**src/rtl/senha_lock_ctrl.sv**
```systemverilog
`default_nettype none
// ============================================================================
//  Module   : senha_lock_ctrl
//  Purpose  : Access policy around the 4-button password checker. Turns raw
//             button levels into press pulses, consumes checker verdicts,
//             holds the lock open for a fixed time, and imposes a timed
//             lockout after too many consecutive wrong codes.
//  Revision : 1.0 - initial release
// ============================================================================
module senha_lock_ctrl #(
  parameter int MAX_FAIL    = 3,
  parameter int OPEN_CYCLES = 8,
  parameter int LOCK_CYCLES = 16
) (
  input  logic                          clk,
  input  logic                          reset,
  input  logic                          b1,
  input  logic                          b2,
  input  logic                          b3,
  input  logic                          b4,
  input  logic                          acertou,
  input  logic                          errou,
  output logic                          p1,
  output logic                          p2,
  output logic                          p3,
  output logic                          p4,
  output logic                          chk_clr,
  output logic                          aberto,
  output logic                          bloqueado,
  output logic [$clog2(MAX_FAIL+1)-1:0] falhas
);

  localparam int c_FW      = $clog2(MAX_FAIL + 1);
  localparam int c_TMAX    = (OPEN_CYCLES > LOCK_CYCLES) ? OPEN_CYCLES : LOCK_CYCLES;
  localparam int c_TW_RAW  = $clog2(c_TMAX);
  localparam int c_TW      = (c_TW_RAW < 1) ? 1 : c_TW_RAW;

  localparam logic [c_TW-1:0] c_OPEN_LOAD = c_TW'(OPEN_CYCLES - 1);
  localparam logic [c_TW-1:0] c_LOCK_LOAD = c_TW'(LOCK_CYCLES - 1);
  localparam logic [c_FW:0]   c_MAX_FAIL  = (c_FW + 1)'(MAX_FAIL);

  localparam logic [1:0] S_ARMED  = 2'd0;
  localparam logic [1:0] S_OPEN   = 2'd1;
  localparam logic [1:0] S_LOCKED = 2'd2;

  logic [1:0]      r_state;
  logic [1:0]      w_state_nxt;
  logic [c_TW-1:0] r_timer;
  logic [c_TW-1:0] w_timer_nxt;
  logic [c_FW-1:0] r_falhas;
  logic [c_FW-1:0] w_falhas_nxt;
  logic            r_clr;
  logic            w_clr_nxt;
  logic [3:0]      r_bprev;
  logic [3:0]      r_p;
  logic [3:0]      w_p_nxt;
  logic            r_aberto;
  logic            w_aberto_nxt;
  logic            r_bloq;
  logic            w_bloq_nxt;
  logic [3:0]      w_btn;
  logic [3:0]      w_edge;
  logic [c_FW:0]   w_falhas_inc;

  assign w_btn        = {b4, b3, b2, b1};
  assign w_edge       = w_btn & ~r_bprev;
  assign w_falhas_inc = {1'b0, r_falhas} + 1'b1;

  // State register plus all registered outputs; history resets high so a
  // button held through reset never yields a pulse.
  always_ff @(posedge clk) begin
    if (!reset) begin
      r_state  <= S_ARMED;
      r_timer  <= '0;
      r_falhas <= '0;
      r_clr    <= 1'b1;
      r_bprev  <= 4'hF;
      r_p      <= 4'h0;
      r_aberto <= 1'b0;
      r_bloq   <= 1'b0;
    end else begin
      r_state  <= w_state_nxt;
      r_timer  <= w_timer_nxt;
      r_falhas <= w_falhas_nxt;
      r_clr    <= w_clr_nxt;
      r_bprev  <= w_btn;
      r_p      <= w_p_nxt;
      r_aberto <= w_aberto_nxt;
      r_bloq   <= w_bloq_nxt;
    end
  end

  // Next-state logic: verdict handling in ARMED, countdown in OPEN/LOCKED.
  always_comb begin
    w_state_nxt  = r_state;
    w_timer_nxt  = r_timer;
    w_falhas_nxt = r_falhas;
    w_clr_nxt    = 1'b0;
    case (r_state)
      S_ARMED: begin
        if (errou) begin
          w_clr_nxt = 1'b1;
          if (w_falhas_inc == c_MAX_FAIL) begin
            w_state_nxt  = S_LOCKED;
            w_timer_nxt  = c_LOCK_LOAD;
            w_falhas_nxt = '0;
          end else begin
            w_falhas_nxt = w_falhas_inc[c_FW-1:0];
          end
        end else if (acertou) begin
          w_clr_nxt    = 1'b1;
          w_state_nxt  = S_OPEN;
          w_timer_nxt  = c_OPEN_LOAD;
          w_falhas_nxt = '0;
        end
      end
      S_OPEN, S_LOCKED: begin
        if (r_timer == '0) begin
          w_state_nxt = S_ARMED;
          w_clr_nxt   = 1'b1;
        end else begin
          w_timer_nxt = r_timer - 1'b1;
        end
      end
      default: begin
        w_state_nxt = S_ARMED;
        w_timer_nxt = '0;
        w_clr_nxt   = 1'b1;
      end
    endcase
  end

  // Output logic: pulses only forwarded while staying in ARMED, mode flags
  // follow the upcoming state so they line up with it.
  always_comb begin
    w_p_nxt      = 4'h0;
    w_aberto_nxt = (w_state_nxt == S_OPEN);
    w_bloq_nxt   = (w_state_nxt == S_LOCKED);
    if ((r_state == S_ARMED) && (w_state_nxt == S_ARMED)) begin
      w_p_nxt = w_edge;
    end
  end

  assign p1        = r_p[0];
  assign p2        = r_p[1];
  assign p3        = r_p[2];
  assign p4        = r_p[3];
  assign chk_clr   = r_clr;
  assign aberto    = r_aberto;
  assign bloqueado = r_bloq;
  assign falhas    = r_falhas;

endmodule
`default_nettype wire

```
**config.mk**
```make
export PLATFORM = sky130hd
export DESIGN_NAME = senha_lock_ctrl
export DESIGN_NICKNAME = d
export VERILOG_FILES = /design/src/rtl/senha_lock_ctrl.sv
export SDC_FILE = /design/constraint.sdc
export NUM_CORES = 1
export LEC_CHECK = 0
export BUFFER_PORTS_ARGS = -buffer_cell sky130_fd_sc_hd__buf_2
export CORE_MARGIN = 2
export CORE_UTILIZATION = 56
export CTS_CLUSTER_DIAMETER = 60
export DETAILED_ROUTE_END_ITERATION = 6
export GPL_TIMING_DRIVEN = 0
export HOLD_SLACK_MARGIN = 0.1
export PLACE_DENSITY = 0.81
export SYNTH_ARGS = -nofsm -noshare
export SYNTH_HDL_FRONTEND = slang
export SYNTH_SLANG_ARGS = --single-unit
```
**constraint.sdc**
```tcl
create_clock -name clk -period 3.48 [get_ports clk]
set_input_delay 0.174 -clock clk [delete_from_list [all_inputs] [get_ports clk]]
set_output_delay 0.174 -clock clk [all_outputs]
set_load 0.01 [all_outputs]
```
# Word-level counts from Yosys, hierarchy flattened
# Index checks and enable logic that the tools add are counted.
# op_classes
addsub	2
n_mul	0
div	0
n_lt_le_gt_ge	0
n_eq_ne	8
shift	0
n_mux	17
n_bitwise	2
reduce_logical	9
# op_table
operator	n
two-way mux 4 bit	4
two-way mux 2 bit	7
case mux 4 bit (2 select lines)	1
!= test 3 bit, second input constant	2
AND 4 bit	1
== test 2 x 1 -> 1 bit, second input constant	2
== test 2 bit, second input constant	2
zero test 2 bit	2
zero test 4 bit	1
NOT 4 bit	1
case mux 2 bit (2 select lines)	1
AND reduction 2 bit	2
subtractor 4 x 1 -> 4 bit, second input constant	1
adder 2 x 1 -> 3 bit, second input constant	1
== test 3 x 2 -> 1 bit, second input constant	1
two-way mux 1 bit	3
AND reduction 3 bit	1
!= test 2 bit, second input constant	1
case mux 1 bit (2 select lines)	1
nonzero test 2 bit	1
OR reduction 2 bit	1
logical AND 1 bit	1
# word_totals
reg_bits	19
latch_bits	0
ramBits	0
rom_bits	0
inputBits	8
output_inout_bits	9
elab_cells	46
n_memories	0

# Depth between registers and ports, before layout
# Gate-level depths: netlist of run 1.
# logic_depth
word_depth	8
ltp_mapped	7
mapped_depth_nobuf	6

# Worst setup path after synthesis of run 1
# No wires, ideal clock.
# synth_path
path_kind	register -> register
start	reg r_timer[0]
end	reg r_aberto (netlist: aberto)
setup_ns	0.116
arrival_time_ns	1.456
t_required_ns	3.364
setup_slack_ns	1.908
path_stages_with_launch	7
path_buffers	0
synth_period_minus_slack_ns	1.572
cell_sequence	dfxtp_1 > inv_1 > ha_1 > or3b_4 > and2_4 > a22o_1 > and3_1
# synth_via
elab_chain_len	4
# synth_lines
item	line_no	rtl
start: declaration	48	logic [c_TW-1:0] r_timer;
start signal: assignment	83	r_timer <= w_timer_nxt;
zero test 4 bit	118	if (r_timer == '0) begin
two-way mux 2 bit	118	
case mux 2 bit (2 select lines)	99	case (r_state)
== test 2 x 1 -> 1 bit	137	w_aberto_nxt = (w_state_nxt == S_OPEN);
end signal: assignment	88	r_aberto <= w_aberto_nxt;
end: declaration	57	logic r_aberto;
# Every way passes these cells.
# A chain may end at the register's enable or synchronous reset.

# Worst setup path in the final report of run 1
# layout_path
start	reg r_state[1]
end	reg r_p[3]
# layout_via
elab_chain_len	6
word_cells_on_any_way	12
classes_between	2 x eq/ne; 5 x mux; 5 x reduce/logical
# layout_lines
item	line_no	rtl
start: declaration	46	logic [1:0] r_state;
start signal: assignment	82	r_state <= w_state_nxt;
== test 2 x 1 -> 1 bit (tied with other cells)	99	
OR reduction 2 bit or two-way mux 2 bit (tied branches)	99, 101	
case mux 2 bit (2 select lines)	99	
zero test 2 bit	139	if ((r_state == S_ARMED) && (w_state_nxt == S_ARMED)) begin
logical AND 1 bit *	139	
AND reduction 2 bit (no source line) *	n/a	
end signal: assignment	87	r_p <= w_p_nxt;
end: declaration	55	logic [3:0] r_p;
# Every way passes the cells marked *; elsewhere a longest branch is shown, timed or not.

==> impl_metrics.ini, run 1 <==
[run_status]
status = complete, no violations

[floorplan]
rows = 14
coreArea_um2 = 1470
fp.dieH_um = 43.2
initial_utilization_pct = 58.4
pin_count = 17
die_w_um = 43.2
dieArea_um2 = 1860

[yosys]
ys_types = 32
ys_ff_latch = 19
synth_top_area_share_pct = 44.3
syn_area_um2 = 860
synth_cells = 92
avgSynthCellArea_um2 = 9.34
yosysTopAreaCell = dfxtp_1
ys_seq_area_share_pct = 44.3
synth_warnings = 0
syn-num-nets = 104
ys_top_cells_by_area = dfxtp_1 (44%), ha_1 (5.8%), nand2b_1 (4.4%), nor2b_1 (4.4%), nor3b_1 (4.4%)

[power]
cellPowerDensity_nw_per_um2 = 449
leakage_uw = 0.000456
power_uw = 462
ir_drop_mv = 0.342

[setup_path]
crit_cells = 7
reg2reg_slack_ns = 1.74
crit_family = compound AO/OA/AOI/OAI gates
max_stage_delay_ns = 0.37
crit_end = r_p[3]
r2r_start = r_state[1]
path_cells = inv_1 -> ha_1 -> buf_2 -> nand2_1 -> o31a_1 -> o311ai_2 -> nor3b_1
r2r_cells = 7
r2r-end = r_p[3]
cpMaxStageDelayCell = o311ai_2
path_class = reg2reg
cp_max_fo = 9
start_kind = flop
critPathRequiredTime_ns = 3.66
path_buf_inv = 2
startpoint = r_state[1]
crit_path_end_kind = flop
crit_arrival_ns = 1.92

[cts]
htree_levels = 1
max-clock-path-buffers = 2
clkTransAtPathRegs_ns = 0.10
cts_tree = done
clock-sinks = 19
cts_buffers = 3
cts_root_buf = clkbuf_4
post-cts-setup-buffers = 0
clock_latency_ns = 0.29

[sta]
clock_skew_ns = 0.00266
hold_viol = 0
setup_ws_ns = 1.74
timing.slew.headroom_pct = 71.6
worst_slew_pin_slew_ns = 0.426
setup-tns-final_ns = 0
max_freq_mhz = 573
slew_violations = 0
rsz0062_at_grt = false
final.period_utilization_pct = 50.1
setup_viol = 0
period_needed_ns = 1.74

[global_routing]
antenna_found_initial = 0
grt_pass1_vias = 673
grt_overflow_total = 0
grt_pass1_wl_um = 2760
grt_use_total_pct = 19.9
grt_max_degree = 12

[final_layout]
n_antenna_cell = 0
fin_cells = 132
fin_util_pct = 69.8
areaGrowthSynthToFinish_pct = 19.5
fin_nets = 129
drive_above_1_share_pct = 21.6

[placement]
dp_hpwl_um = 1190
dp_slack_ns = 1.74
place_inst = 124
gp_congestion = 0.880
portBuffers = 16

[drt]
ant_nets = 0
drc_errors = 0
wl_per_cell_um = 12.0
wl_um = 1580
viasPerCell = 5.34
vias = 705
drtIter0Drc = 16
drtPass1Iterations = 4

[hold_path]
min-delay-path-class = in2reg

[flow_run]
maxCapViolCount = 0
## placed cells by master (no fill, tap or decap), types with 3 or more instances in the layout
master,n
a21oi_1,3
buf_2,17
clkbuf_4,3
dfxtp_1,19
dlygate4sd3_1,4
ha_1,4
inv_1,6
nand2_1,9
nand2b_1,6
nor2b_1,6
nor3b_1,5
o21ai_0,4
## worst reg2reg max path, delay by kind of cell, from the launching register on
kind,cells,cell delay [ns]
buf+inv,2,0.29
compound gates,2,0.63
flops,1,0.34
fa+ha+maj,1,0.14
simple gates,2,0.22
## worst min path at each step
stage | start | endpoint | slack [ns] | depth (start not counted)
after global placement | b4 | r_bprev[3] | 0.37 | 2
after global routing | reset | bloqueado | 0.22 | 3
after CTS | reset | bloqueado | 0.21 | 3
after floorplan | b1 | r_bprev[0] | 0.28 | 1
after detailed placement | b3 | r_bprev[2] | 0.38 | 2
final | reset | bloqueado | 0.21 | 3
## registers in the layout, summed over array words and instances (netlist names)
name / cells
chk_clr: 1
bloqueado: 1
r_timer: 4
falhas: 2
r_p: 4
r_bprev: 4
r_state: 2
aberto: 1
## repair_timing
item,4_1_cts,5_1_grt
resized for setup,0,0
hold buffers,4,0
endpoints found under the hold margin,4,0
## through the flow
step	hold slack, ns	instance area [µm²]
2_1_floorplan	0.275	860
3_3_place_gp	0.367	960
3_5_place_dp	0.376	960
4_1_cts	0.207	1030
5_1_grt	0.220	1030
6_report	0.210	1030
## report_power, final
group | switching (µW) | total (µW) | internal (µW)
Sequential | 12.8 | 246 | 234
Combinational | 53.8 | 106 | 52.4
Clock | 66.0 | 109 | 42.8
Total | 133 | 462 | 329
## kinds of logic (layout without fill, tap and decap cells)
family / Yosys count / count (layout) / share of synthesized area [%]
buffers and inverters: 8 / 32 / 3.64
flip-flops: 19 / 19 / 44.2
adder cells (fa/ha/maj): 4 / 4 / 5.82
AND/OR/NAND/NOR: 38 / 38 / 25.6
multiplexers: 2 / 2 / 2.33
AO/OA/AOI/OAI: 19 / 19 / 16.3
XOR/XNOR: 2 / 2 / 2.04
## cell type report
class	count	area (µm²)
multi-input combinational	65	448
clock buffer	3	22.5
fill	131	444
timing repair buffer	20	120
buffer	2	8.76
clock inverter	1	5.00
sequential	19	380
tap	16	20.0
inverter	6	22.5
## synth_stat cells
cell type / n
buf_2: 1
mux2i_1: 2
o22ai_1: 2
a22oi_2: 1
clkbuf_1: 1
nand2_1: 9
nor3b_1: 5
a221oi_1: 1
a21oi_1: 3
nor3_1: 2
nand3b_1: 1
or3b_4: 1
dfxtp_1: 19
or3_1: 1
nor2_1: 2
o311ai_2: 1
a22oi_1: 1
a21o_1: 1
inv_1: 6
and2_1: 1
a21boi_1: 1
a21boi_0: 2
o31a_1: 1
a22o_1: 1
nand3_1: 2
xor2_1: 2
ha_1: 4
and3_1: 1
and2_4: 1
nand2b_1: 6
nor2b_1: 6
o21ai_0: 4
## metal layers
layer / track usage, % / routed length [µm]
met5: 0 / 0
met4: 10.3 / 36
met3: 4.26 / 61
met2: 32.2 / 724
met1: 24.5 / 763
Power figures use the tool's default switching activity.
==> inputs of run 2 (changes only) <==
- CORE_ASPECT_RATIO: unset -> 1.25
- CORE_UTILIZATION: 56 -> 47
- PLACE_DENSITY: 0.81 -> 0.72
- clock period: 3.48 -> 1.4 ns (I/O delays scaled with it)
==> run 2 against run 1 <==
The run now ends with negative setup slack left. Routed wire length grew 19%. Clock power grew 140%. Register-to-register slack lost 1.9 ns. Global-route usage fell by 2.2 points. Clock skew shrank 0.0018 ns. Sequential power grew to 2.5 times the previous value. Core utilization is 1.6 points higher. Highest routed layer unchanged.
==> impl_metrics.ini, run 2 (synthesized netlist as in run 1, its figures left out) <==
[floorplan]
fp.dieH_um = 51.8
pin_count = 17
initial_utilization_pct = 49.3
coreArea_um2 = 1740
die_w_um = 42.3
rows = 17
dieArea_um2 = 2190

[final_layout]
n_antenna_cell = 0
register_area_um2 = 388
areaGrowthSynthToFinish_pct = 45.0
fin_nets = 140
drive_above_1_share_pct = 44.9
biggestRegsByFlops = r_bprev (4), r_p (4), r_timer (4)
fill_cells = 139
final_cell_mix = buf_2 (16), dfxtp_1 (15), buf_4 (11)
layout_commonest_cell = buf_2
multi_input_area_um2 = 567

[sta]
hold_viol = 0
worst_slew_pin_slew_ns = 0.450
final.period_utilization_pct = 113
period_needed_ns = 1.58
rsz0062_at_grt = true
slew_violations = 0
clock_skew_ns = 0.000895
setup-tns-final_ns = -1.12
hold_slack_ns = 0.133
setup_viol = 8
setup_ws_ns = -0.177
timing.slew.headroom_pct = 70.0
max_freq_mhz = 634

[run_status]
status = complete, but fails checks
failed_checks = negative setup slack

[hold_path]
min-delay-path-class = in2reg
min_path_cells = 3

[setup_path]
start_kind = flop
crit_path_end_kind = flop
max_stage_delay_ns = 0.39
critPathRequiredTime_ns = 1.60
r2r_cells = 6
path_class = reg2reg
cpMaxStageDelayCell = or3b_4
crit_arrival_ns = 1.77
path_cells = inv_2 -> ha_4 -> or3b_4 -> and2_4 -> a22o_1 -> and3_1
cp_max_fo = 3

[global_routing]
antenna_found_initial = 0
grt_overflow_total = 0
grt_pass1_wl_um = 2870
grt_max_degree = 11
grt_pass1_vias = 683
grt_use_total_pct = 17.7

[power]
clockPowerShare_pct = 20.9
power_frac_seq_pct = 48.8
internal_power_uw = 898
ir_drop_mv = 0.608
leakage_uw = 0.000533
switching_share_pct = 29.1
p_switching_uw = 369
cellPowerDensity_nw_per_um2 = 1020
combPwrFrac_pct = 30.2

[placement]
dp_hpwl_um = 1190
portBuffers = 16
dp_slack_ns = -0.253
gp_congestion = 0.727

[cts]
clock_latency_ns = 0.29
cts_tree = done
clock-sinks = 19
max-clock-path-buffers = 2
htree_levels = 1
clkTransAtPathRegs_ns = 0.10
cts_root_buf = clkbuf_4
cts_buffers = 3

[drt]
ant_nets = 0
viasPerCell = 5.17
wl_per_cell_um = 12.9
drtPass1Iterations = 6
vias = 755
drtIter0Drc = 7
wl_um = 1890
drc_errors = 0

[flow_run]
maxCapViolCount = 0
==> run 2: changes by cell type in the layout (fill, tap and decap cells not counted), moves of 2 or more <==
| cell | delta |
|---|---|
| nor3b_1 | -4 |
| buf_4 | +11 |
| ha_1 | -3 |
| a21oi_1 | -2 |
| dfxtp_1 | -4 |
| dfxtp_2 | +3 |
| nor3b_2 | +4 |
| ha_4 | +2 |
| inv_2 | +3 |
| inv_1 | -4 |
| a21oi_2 | +2 |
==> run 2: final timing paths <==
kind / end / from / slack (ns)
max: aberto / r_timer[1] / -0.18
min: chk_clr / acertou / 0.13
max reg2reg: aberto / r_timer[1] / -0.18
min reg2reg: r_p[2] / r_bprev[2] / 0.40
==> run 2: power by group through the flow <==
stage / Clock [µW] / Sequential, µW / Combinational [µW]
3_3_place_gp: 0 / 628 / 271
3_5_place_dp: 0 / 631 / 276
6_report: 265 / 619 / 383
2_1_floorplan: 0 / 630 / 207
5_1_grt: 305 / 623 / 418
4_1_cts: 277 / 616 / 331
==> run 2: metrics by stage <==
step / instances / total power, µW / instance area, µm² / utilization (%)
final: 146 / 1270 / 1250 / 71.4
after detailed placement: 127 / 907 / 1010 / 57.7
after floorplan: 92 / 837 / 902 / -
after CTS: 140 / 1220 / 1140 / 65.6
after global routing: 146 / 1350 / 1250 / 71.4
after global placement: 127 / 899 / 1010 / 57.7
==> run 2: critical path: cells and delay by family (launching register included) <==
family,cells,cell delay (ns)
AND/OR/NAND/NOR,3,0.70
flip-flops,1,0.34
buffers and inverters,1,0.07
AO/OA/AOI/OAI,1,0.24
adder cells (fa/ha/maj),1,0.13
==> run 2: per-layer routing <==
layer | track usage [%] | vias to the layer above | routed length (µm)
met2 | 32.6 | 19 | 1010
met3 | 3.47 | 2 | 72
met5 | 0 | - | 0
met4 | 10.9 | 0 | 16
met1 | 18.2 | 346 | 787
li1 | - | 388 | -
==> run 2: cell type report <==
class                      instances  area share [%]
inverter                           6            2.01
tap                               19            1.91
clock buffer                       4            2.11
multi-input combinational         65            45.5
sequential                        19            31.1
buffer                             1           0.301
timing repair buffer              32            17.1
==> run 2: what timing repair did <==
item	CTS	global route
endpoints found under the setup margin	10	12
hold endpoints to repair	9	0
setup buffers	4	7
pin swaps	1	6
hold buffers	5	0
resized for setup	7	11
==> inputs of run 3 (changes only) <==
- CORE_UTILIZATION: 47 -> 50
- CTS_BUF_LIST: unset -> sky130_fd_sc_hd__clkbuf_8
- PLACE_DENSITY: 0.72 -> 0.76
==> run 3 against run 2 <==
The flow still finishes with violations (negative setup slack). Final area down 5.6%. Register-to-register slack better by 0.03 ns. Non-clock buffer count down 6. Core utilization up 2.9 points. Setup slack better by 0.033 ns. First-iteration DRC count up 43%. Critical path depth unchanged. Clock power up 38%. Clock skew about the same. Hold slack better by 0.034 ns.
==> impl_metrics.ini, run 3 (synthesized netlist as in run 1, its figures left out) <==
[floorplan]
initial_utilization_pct = 54.4
pin_count = 17
die_w_um = 41.1
coreArea_um2 = 1580
rows = 16
dieArea_um2 = 2070
fp.dieH_um = 50.4

[placement]
gp_congestion = 0.812
dp_hpwl_um = 1190
portBuffers = 16
place_inst = 126
placed_area_um2 = 1000

[setup_path]
start_kind = flop
path_class = reg2reg
cp_max_fo = 3
critPathRequiredTime_ns = 1.55
crit_path_end_kind = flop
crit_arrival_ns = 1.69

[sta]
max_freq_mhz = 648
timing.slew.headroom_pct = 69.2
setup_viol = 10
clock_skew_ns = 0.00132
setup_ws_ns = -0.144
final.period_utilization_pct = 110
period_needed_ns = 1.54
worst_slew_pin_slew_ns = 0.462
slew_violations = 0
hold_viol = 0
rsz0062_at_grt = true

[global_routing]
grt_overflow_total = 0
grt_use_total_pct = 20.6
antenna_found_initial = 0
grt_pass1_vias = 733
grt_max_degree = 11
grt_pass1_wl_um = 2930

[drt]
wl_um = 1790
drtIter0Drc = 10
drtPass1Iterations = 4
drc_errors = 0
ant_nets = 0
wl_per_cell_um = 12.9
vias = 754
viasPerCell = 5.42

[cts]
clkTransAtPathRegs_ns = 0.07
cts_tree = done
cts_buffers = 3
max-clock-path-buffers = 2
htree_levels = 1
clock-sinks = 19
clock_latency_ns = 0.25
cts_root_buf = clkbuf_8

[final_layout]
multi_input_area_um2 = 529
fin_util_pct = 74.4
register_area_um2 = 384
biggestRegsByFlops = r_bprev (4), r_p (4), r_timer (4)
drive_above_1_share_pct = 36.4
final_cell_mix = dfxtp_1 (16), buf_2 (16), nand2_1 (8)
n_antenna_cell = 0
fin_nets = 134
areaGrowthSynthToFinish_pct = 36.8
fin_cells = 139
final_area_um2 = 1180
fill_cells = 122

[power]
ir_drop_mv = 0.792
cellPowerDensity_nw_per_um2 = 1140
power_uw = 1340
leakage_uw = 0.000505

[run_status]
failed_checks = negative setup slack
status = complete, but fails checks

[flow_run]
maxCapViolCount = 0

[hold_path]
min-delay-path-class = in2reg
[run 3: cell types whose count changed in the layout (fill, tap and decap cells not counted), moves of 3 or more]
| cell | before | now |
|---|---|---|
| nor3b_2 | 4 | 1 |
| buf_4 | 11 | 5 |
| clkbuf_8 | 0 | 3 |
| clkbuf_4 | 3 | 0 |
| nor3b_1 | 1 | 4 |
[run 3: area by class of cell]
cell class / instances / share of cell area, %
Clock inverter: 1 / 0.319
Sequential cell: 19 / 32.7
Tap cell: 18 / 1.91
Buffer: 2 / 1.28
Clock buffer: 3 / 3.51
Multi-Input combinational cell: 65 / 45.0
Timing Repair Buffer: 25 / 13.4
Inverter: 6 / 1.91
[run 3: worst max-delay path, stage by stage, from the launching register on]
cell	delay, ns
dfxtp_2	0.33
inv_2	0.07
ha_4	0.13
or3b_4	0.39
and2_4	0.16
a22o_1	0.22
and3_1	0.14
[run 3: power by group]
part / switching [µW] / internal (µW) / total [µW]
clock: 173 / 195 / 367
combinational: 172 / 181 / 353
sequential: 34.4 / 584 / 618
[run 3: final timing paths]
| kind | slack, ns | start | depth (start not counted) | to |
|---|---|---|---|---|
| setup / recovery | -0.14 | r_timer[1] | 6 | aberto |
| setup reg to reg | -0.14 | r_timer[1] | 6 | aberto |
| hold reg to reg | 0.39 | r_bprev[2] | 1 | r_p[2] |
| hold / removal | 0.17 | reset | 3 | r_state[1] |
[run 3: through the flow]
stage / hold WS [ns] / setup TNS [ns] / worst slack, ns
5_1_grt: 0.181 / -1.84 / -0.205
3_3_place_gp: 0.263 / -1.24 / -0.218
6_report: 0.168 / -1.18 / -0.144
3_5_place_dp: 0.266 / -1.30 / -0.216
4_1_cts: 0.165 / -0.827 / -0.127
2_1_floorplan: 0.171 / -0.330 / -0.0641
[run 3: routing by layer]
| metal | vias up | GRT usage, % | routed length, µm |
|---|---|---|---|
| li1 | 379 | - | - |
| met1 | 357 | 22.3 | 739 |
| met2 | 16 | 37.5 | 966 |
| met3 | 2 | 2.65 | 70 |
| met4 | 0 | 6.67 | 15 |
| met5 | - | 0 | 0 |
[run 3: timing repair]
action | CTS | global route
setup buffers | 4 | 1
gates resized for setup | 6 | 2
setup endpoints to repair | 10 | 13
endpoints found under the hold margin | 8 | 0
hold buffers | 4 | 0
pin swaps | 3 | 0
